$ cat src/rtl/button_conditioner.sv
// -----------------------------------------------------------------------------
// button_conditioner
//   Conditions two asynchronous, bouncing push-button inputs. Each channel is
//   synchronized, debounced by its own 4-state FSM and checked for long
//   presses. Press events from both channels share one arbiter, so push_pulse
//   has at most one bit set in any cycle.
//
// Ports
//   clk         : single clock, rising edge
//   reset       : synchronous, active-high reset
//   push_raw    : [1:0] asynchronous raw button inputs, 1 = pressed
//   push_level  : [1:0] debounced button level per channel
//   push_pulse  : [1:0] one-cycle press pulse, never 2'b11
//   long_pulse  : [1:0] one-cycle pulse when a press has lasted LONG_CYCLES
//   dbg_state_o : [3:0] per-channel FSM state, {ch1, ch0}, 2 bits each
//
// Handshake
//   There is no valid/ready flow control. Each output pulse is a single-cycle
//   event that the consumer must sample in the cycle it is high.
// -----------------------------------------------------------------------------
module button_conditioner #(
  parameter int unsigned DEBOUNCE_CYCLES = 1_300_000,
  parameter int unsigned LONG_CYCLES     = 130_000_000
) (
  input  logic       clk,
  input  logic       reset,
  input  logic [1:0] push_raw,
  output logic [1:0] push_level,
  output logic [1:0] push_pulse,
  output logic [1:0] long_pulse,
  output logic [3:0] dbg_state_o
);

  typedef enum logic [1:0] {
    RELEASED     = 2'd0,
    PRESS_WAIT   = 2'd1,
    PRESSED      = 2'd2,
    RELEASE_WAIT = 2'd3
  } state_e;

  localparam logic [31:0] DEB_M1   = 32'(DEBOUNCE_CYCLES - 1);
  localparam logic [31:0] LONG_M1  = 32'(LONG_CYCLES - 1);
  localparam logic [31:0] LONG_MAX = 32'(LONG_CYCLES);

  // Two-flop synchronizer for both raw inputs.
  logic [1:0] sync1_q;
  logic [1:0] sync2_q;

  always_ff @(posedge clk) begin
    if (reset) begin
      sync1_q <= '0;
      sync2_q <= '0;
    end else begin
      sync1_q <= push_raw;
      sync2_q <= sync1_q;
    end
  end

  logic [1:0] req_w;
  logic [1:0] level_w;
  logic [1:0] long_w;

  for (genvar ch = 0; ch < 2; ch++) begin : g_chan
    state_e      state_q;
    logic [31:0] cnt_q;
    logic        level_q;
    logic        req_q;
    logic        long_q;
    logic        fired_q;
    logic        synced;
    logic [31:0] cnt_inc;

    assign synced  = sync2_q[ch];
    assign cnt_inc = cnt_q + 32'd1;

    // The debounce checks compare the incremented count, so the transition
    // edge is the one on which the counter would reach DEBOUNCE_CYCLES-1.
    // That places push_level DEBOUNCE_CYCLES cycles after the synced edge.
    always_ff @(posedge clk) begin
      if (reset) begin
        state_q <= RELEASED;
        cnt_q   <= '0;
        level_q <= 1'b0;
        req_q   <= 1'b0;
        long_q  <= 1'b0;
        fired_q <= 1'b0;
      end else begin
        req_q  <= 1'b0;
        long_q <= 1'b0;
        case (state_q)
          RELEASED: begin
            if (synced) begin
              state_q <= PRESS_WAIT;
              cnt_q   <= '0;
            end
          end
          PRESS_WAIT: begin
            if (!synced) begin
              state_q <= RELEASED;
              cnt_q   <= '0;
            end else if (cnt_inc >= DEB_M1) begin
              state_q <= PRESSED;
              level_q <= 1'b1;
              req_q   <= 1'b1;
              cnt_q   <= '0;
              fired_q <= 1'b0;
            end else begin
              cnt_q <= cnt_inc;
            end
          end
          PRESSED: begin
            if (!synced) begin
              state_q <= RELEASE_WAIT;
              cnt_q   <= '0;
            end else begin
              // fired_q survives release bounces, so one press fires once.
              if (cnt_q == LONG_M1 && !fired_q) begin
                long_q  <= 1'b1;
                fired_q <= 1'b1;
              end
              if (cnt_q < LONG_MAX) begin
                cnt_q <= cnt_inc;
              end
            end
          end
          RELEASE_WAIT: begin
            if (synced) begin
              state_q <= PRESSED;
              cnt_q   <= '0;
            end else if (cnt_inc >= DEB_M1) begin
              state_q <= RELEASED;
              level_q <= 1'b0;
              cnt_q   <= '0;
            end else begin
              cnt_q <= cnt_inc;
            end
          end
          default: begin
            state_q <= RELEASED;
            cnt_q   <= '0;
          end
        endcase
      end
    end

    assign req_w[ch]                  = req_q;
    assign level_w[ch]                = level_q;
    assign long_w[ch]                 = long_q;
    assign dbg_state_o[2*ch+1 : 2*ch] = state_q;
  end

  // Arbiter: pending requests are served before new ones; channel 0 wins ties.
  // A new request on a channel that already has one pending is absorbed into
  // that pending flag, so at most one request per channel is ever deferred.
  logic [1:0] pend_q;
  logic [1:0] pend_d;
  logic [1:0] grant_d;
  logic [1:0] pulse_q;

  always_comb begin
    grant_d = 2'b00;
    if (pend_q[0]) begin
      grant_d = 2'b01;
    end else if (pend_q[1]) begin
      grant_d = 2'b10;
    end else if (req_w[0]) begin
      grant_d = 2'b01;
    end else if (req_w[1]) begin
      grant_d = 2'b10;
    end
    pend_d = (req_w | pend_q) & ~grant_d;
  end

  always_ff @(posedge clk) begin
    if (reset) begin
      pend_q  <= '0;
      pulse_q <= '0;
    end else begin
      pend_q  <= pend_d;
      pulse_q <= grant_d;
    end
  end

  assign push_level = level_w;
  assign push_pulse = pulse_q;
  assign long_pulse = long_w;

endmodule

$ cat config.mk
export PLATFORM = sky130hd
export DESIGN_NAME = button_conditioner
export DESIGN_NICKNAME = d
export VERILOG_FILES = /design/src/rtl/button_conditioner.sv
export SDC_FILE = /design/constraint.sdc
export NUM_CORES = 1
export LEC_CHECK = 0
export BUFFER_PORTS_ARGS = -buffer_cell sky130_fd_sc_hd__buf_2
export CORE_ASPECT_RATIO = 1.5
export CORE_MARGIN = 2
export CORE_UTILIZATION = 45
export DETAILED_ROUTE_END_ITERATION = 8
export GPL_TIMING_DRIVEN = 0
export PLACE_DENSITY_LB_ADDON = 0.3
export SLEW_MARGIN = 5
export SYNTH_ARGS = -nofsm -noshare
export SYNTH_HDL_FRONTEND = slang
export SYNTH_SLANG_ARGS = --single-unit
$ cat constraint.sdc
create_clock -name clk -period 4.5 [get_ports clk]
set_input_delay 0.225 -clock clk [delete_from_list [all_inputs] [get_ports clk]]
set_output_delay 0.225 -clock clk [all_outputs]
set_load 0.005 [all_outputs]
# Yosys cells after proc, flatten, opt, wreduce, memory -nomap -nowiden
# Cells that the tools add are included.
totals:
  reg_bits: 84
  elab_cells: 137
  input_bits: 4
  out_inout_bits: 10
classes:
  eq_ne: 30
  n_addsub: 2
  magnitude_cmp: 4
  mux: 54
  bitwise_logic: 9
  reduce_logical: 22
op_table:
  columns: ["op", "count"]
  rows:
  - ["$mux W32", 12]
  - ["$pmux W32 S4", 2]
  - ["$add A32 B1 Y32 const B", 2]
  - ["$eq A32 B27 Y1 const B", 2]
  - ["$ge A32 B21 Y1 const B", 2]
  - ["$lt A32 B27 Y1 const B", 2]
  - ["$mux W2", 16]
  - ["$ne A2 B2 Y1 const B", 16]
  - ["$reduce_and A5 Y1", 4]
  - ["$mux W1", 18]
  - ["$ne A3 B3 Y1 const B", 6]
  - ["$pmux W2 S4", 2]
  - ["$reduce_or A3 Y1", 4]
  - ["$eq A2 B2 Y1 const B", 4]
  - ["$pmux W1 S2", 4]
  - ["$reduce_and A4 Y1", 2]
  - ["$reduce_bool A2 Y1", 4]
  - ["$not A1 Y1", 6]
  - ["$eq A2 B1 Y1 const B", 2]
  - ["$logic_not A2 Y1", 2]
  - ["$reduce_and A2 Y1", 2]
  - ["$and A2 B2 Y2", 1]
  - ["$logic_and A1 B1 Y1", 2]
  - ["$logic_not A1 Y1", 2]
  - ["2 further kinds", 2]

# Depth between registers and ports, before layout
depth:
  word_depth: 6
  mapped_depth: 13
  mapped_depth_nobuf: 10

# Worst setup path before layout
# OpenSTA, ideal clock, no wires.
synth_timing:
  path_type: "register -> register"
  from: "register g_chan[0].cnt_q[1]"
  to: "register g_chan[0].cnt_q[10]"
  t_required_ps: 4383
  setup_ps: 117
  n_path_buf: 2
  period_less_slack_ps: 3246
  t_arrival_ps: 3128
  stages_incl_launch_ff: 13
  slack_ps: 1254
  cell_sequence: "dfxtp_1 ha_1 buf_2 nand4_1 nor4_1 and3_1 a31oi_1 or4_1 o211ai_1 o21ai_2 and2_1 buf_2 a32o_1"
synth_via:
  elab_chain_len: 5
  word_cells_on_any_way: 11
  classes_between: "1 x add/sub; 2 x order compare; 1 x eq/ne; 6 x mux; 1 x reduce/logical"
synth_lines:
  columns: ["item", "line_no", "source"]
  rows:
  - ["start: declaration", "65", "logic [31:0] cnt_q;"]
  - ["start signal: assignment", "108", "cnt_q <= cnt_inc;"]
  - ["start signal: assignment", "122", "cnt_q <= cnt_inc;"]
  - ["start signal: assignment", "135", "cnt_q <= cnt_inc;"]
  - ["$add A32 B1 Y32", "74", "assign cnt_inc = cnt_q + 32'd1;"]
  - ["$ge A32 B21 Y1", "101, 130", null]
  - ["$mux W32", "101, 130", null]
  - ["$mux W32, on equally long branches", "127, 98", null]
  - ["$pmux W32 S4", "90", "case (state_q)"]
# Several ways; a longest one is shown, not always the timed one. The select of a mux whose other input is x is not followed.
# A chain may end at the register's enable or synchronous reset.

# Worst setup path after layout
layout_timing:
  from: "register g_chan[0].cnt_q[0]"
  to: "register g_chan[0].cnt_q[9]"
# The elaborated chain is that of the path after synthesis.

==> results.toml <==
[timing]
fmaxAchievable_mhz = 237.9
final_max_slew_viol_count = 0
fin_crit_sh = 0.9343
skew_ns = 0.009446
worst_slew_pin_slew_ns = 0.8562
period_minus_slack_ns = 4.204
rsz0062_at_grt = "no"
setup_viol = 0
finalHoldViolCount = 0
totalNegativeSetupSlack_ns = 0
slew_headroom = 0.4129

[synthesis]
synthCells = 754
ys_seq_area_frac = 0.2977
synth_edf_count = 0
avgSynthCellArea_um2 = 7.492
ys.flop_type = "dfxtp_1"
yosysTopAreaCellShare = 0.2977
yosysWarnings = 0
async_reset_ff_frac = 0
synthesis.area_um2 = 5649
synth_largest_area_cell = "dfxtp_1"
synth_area_leaders = "dfxtp_1 (30%), nand2_1 (6.0%), nor2_1 (4.3%)"
synth_fp_nets = 762
ys_ff_latch = 84
ys_types = 75

[drt]
vias = 5815
wl_per_cell_um = 17.74
dr.pass1.iters = 5
drt_wl_total_um = 16640
first_iter_violations = 286
drc_errors = 0
ant_nets = 0
via_per_inst = 6.199

[clock_tree]
clock-root-buffer = "clkbuf_16"
cts_htree_levels = 3
clk_path_buf_depth = 2
cts_resized = 0
post_cts.repair.setup_buffers = 0
cts_hold_buf = 0
clock_sinks = 84
cts.clk_slew.worst_paths_ns = 0.07
cts_tree = "built"
clock_latency_ns = 0.35
cts_buffers = 9

[power]
p_sw_uw = 414.9
power_frac_seq = 0.477
ir_drop_mv = 0.1657
p_int_uw = 1161
power.leakage_uw = 0.002254
power_uw = 1576
p_per_area_nw_per_um2 = 253.6
swShare = 0.2634
clkPwrFrac = 0.483
pwr-share-comb = 0.040

[placement]
place.gp.congestion = 0.9704
dpl.hpwl_um = 12270
portBuffers = 12

[finish]
area_growth_pct = 9.967
antenna_cells = 0
drive_gt1_frac = 0.09591
nets = 785
fillers = 1250

[critical_path]
path_cells = "clkbuf_1 > nand2_1 > nor4_1 > clkbuf_1 > nand4_1 > a22oi_1 > and4_1 > o211ai_1 > mux2i_1 > buf_2 > nand4_1 > o41ai_1"
cp_num_cells = 12
cpMaxStageDelayCell = "mux2i_1"
cpLargestDelayFamily = "simple AND/OR/NAND/NOR gates"
path_class = "flop to flop"
r2r_cells = 12
r2r_start = "g_chan[0].cnt_q[0]"
crit_start = "g_chan[0].cnt_q[0]"
cp_max_fo = 10
reg2reg_slack_ns = 0.30
cp-end-kind = "flop"
crit_end = "g_chan[0].cnt_q[9]"
cp.arrival_ns = 4.45
worstReg2RegEnd = "g_chan[0].cnt_q[9]"
critPathLaunchType = "flop"
worst-path-buf-inv = 3
cp_slowest_stage_delay_ns = 0.69
worstPathRequired_ns = 4.75

[global_routing]
grt_pass1_wl_um = 26430
antenna_found_initial = 0
track_usage = 0.2483
grt_pass1_vias = 5492
grt_start_max_net_pins = 19
overflow = 0

[worst_hold_path]
hp-class = "input pin to flop"

[floorplanning]
die_w_um = 95.48
initial_utilization = 0.4561
dieHeight_um = 141.2
rows = 50
die-area_um2 = 13480
fp.coreArea_um2 = 12390
io-pin-count = 14

[job]
max_cap_viol_count = 0

[status]
status = "finished clean"
logic make-up (layout without fill, tap and decap cells):
kind of cell | after synthesis | after routing | synth area share
AOI/OAI and AO/OA | 160 | 160 | 0.2038
and+or+nand+nor | 389 | 389 | 0.3723
xor gates and xnor gates | 24 | 24 | 0.03721
muxes | 9 | 9 | 0.01595
buffers and inverters | 84 | 112 | 0.06423
adders and majority gates | 4 | 4 | 0.008860
DFF | 84 | 84 | 0.2977
layer usage:
| metal | GRT usage | share of wire | wire length, um |
|---|---|---|---|
| met2 | 0.4592 | 0.53 | 8752 |
| met3 | 0.03314 | 0.037 | 617 |
| met1 | 0.2650 | 0.39 | 6549 |
| met5 | 0 | 0 | 0 |
| met4 | 0.1323 | 0.043 | 723 |
cells in the final DEF (no fill, tap or decap), types with 5 or more instances in the layout:
cell       count
nor4_1        15
nand3_1       40
o31a_1         6
o221ai_1      10
and2_1        28
clkbuf_16      9
clkbuf_1      41
buf_4          7
nor2_1        64
inv_1         18
o21ai_1        5
o21a_1         5
a211oi_1       5
nand2_1       90
a31oi_1        7
xor2_1        11
a21o_1         5
xnor2_1       13
dfxtp_1       84
buf_2         28
nand4_1       29
a32o_1         8
mux2i_1        9
o31ai_1        5
o211ai_1      12
nand2b_1       5
or4_1          7
o21ai_0       21
or3_1          9
and3_1        14
nor2b_1       16
nor3b_1        6
nor3_1        28
a21oi_1       27
and4_1         8
o22ai_1        7
state kept, by name, summed over array words and instances, names as in the netlist, named ones only:
register,count
sync1_q,2
pend_q,2
g_chan.level_q,2
g_chan.state_q,2
g_chan.req_q,2
push_pulse,2
g_chan.long_q,2
g_chan.fired_q,2
sync2_q,2
g_chan.cnt_q,64
layout make-up:
class / count / area (um^2) / area share
Multi-Input combinational cell: 586 / 3611 / 0.5813
Sequential cell: 84 / 1682 / 0.2707
Buffer: 66 / 295.3 / 0.04753
Clock buffer: 9 / 225.2 / 0.03625
Tap cell: 156 / 195.2 / 0.03142
Clock inverter: 7 / 76.32 / 0.01229
Inverter: 18 / 67.56 / 0.01088
Timing Repair Buffer: 12 / 60.06 / 0.009668
per-stage QoR:
step	instance area, um^2	hold WS (ns)	cells	util	setup slack, ns
finish	6212	0.07921	938	0.5015	0.2958
global route	6212	0.09398	938	0.5015	0.08472
CTS	6206	0.07368	938	0.5010	0.2942
detailed placement	5904	0.4334	922	0.4767	0.3271
global placement	5904	0.4325	922	0.4767	0.4392
floorplan	5649	0.3532	754	-	1.254
power groups by stage:
stage | Combinational [uW] | Clock, uW | Sequential, uW
floorplan | 38.4 | 0 | 768
global placement | 61.1 | 0 | 769
detailed placement | 62.8 | 0 | 769
CTS | 63.0 | 774 | 752
global route | 68.3 | 797 | 752
finish | 63.1 | 761 | 752
how the worst min path moves through the flow:
stage | startpoint | endpoint | slack [ns] | cells past startpoint
detailed placement | sync1_q[1] | sync2_q[1] | 0.43 | 1
floorplan | push_raw[0] | sync1_q[0] | 0.35 | 1
CTS | push_raw[1] | sync1_q[1] | 0.07 | 2
global placement | sync1_q[1] | sync2_q[1] | 0.43 | 1
finish | push_raw[1] | sync1_q[1] | 0.08 | 2
global route | push_raw[1] | sync1_q[1] | 0.09 | 2
cell usage after synthesis, types with 6 or more instances:
cell and n:
or3_1 9, buf_4 7, and4_1 8, nand4_1 29, xnor2_1 13, inv_1 18
and2_1 28, nand2_1 90, o22ai_1 7, dfxtp_1 84, nor2_1 64, or4_1 7
nor3_1 28, a21oi_1 27, nand3_1 40, o211ai_1 12, nor2b_1 16, clkbuf_1 41
o221ai_1 10, o31a_1 6, buf_2 16, nor3b_1 6, nor4_1 16, xor2_1 11
and3_1 14, a31oi_1 7, mux2i_1 9, o21ai_0 21, a32o_1 8
Power figures use the tool's default switching activity.
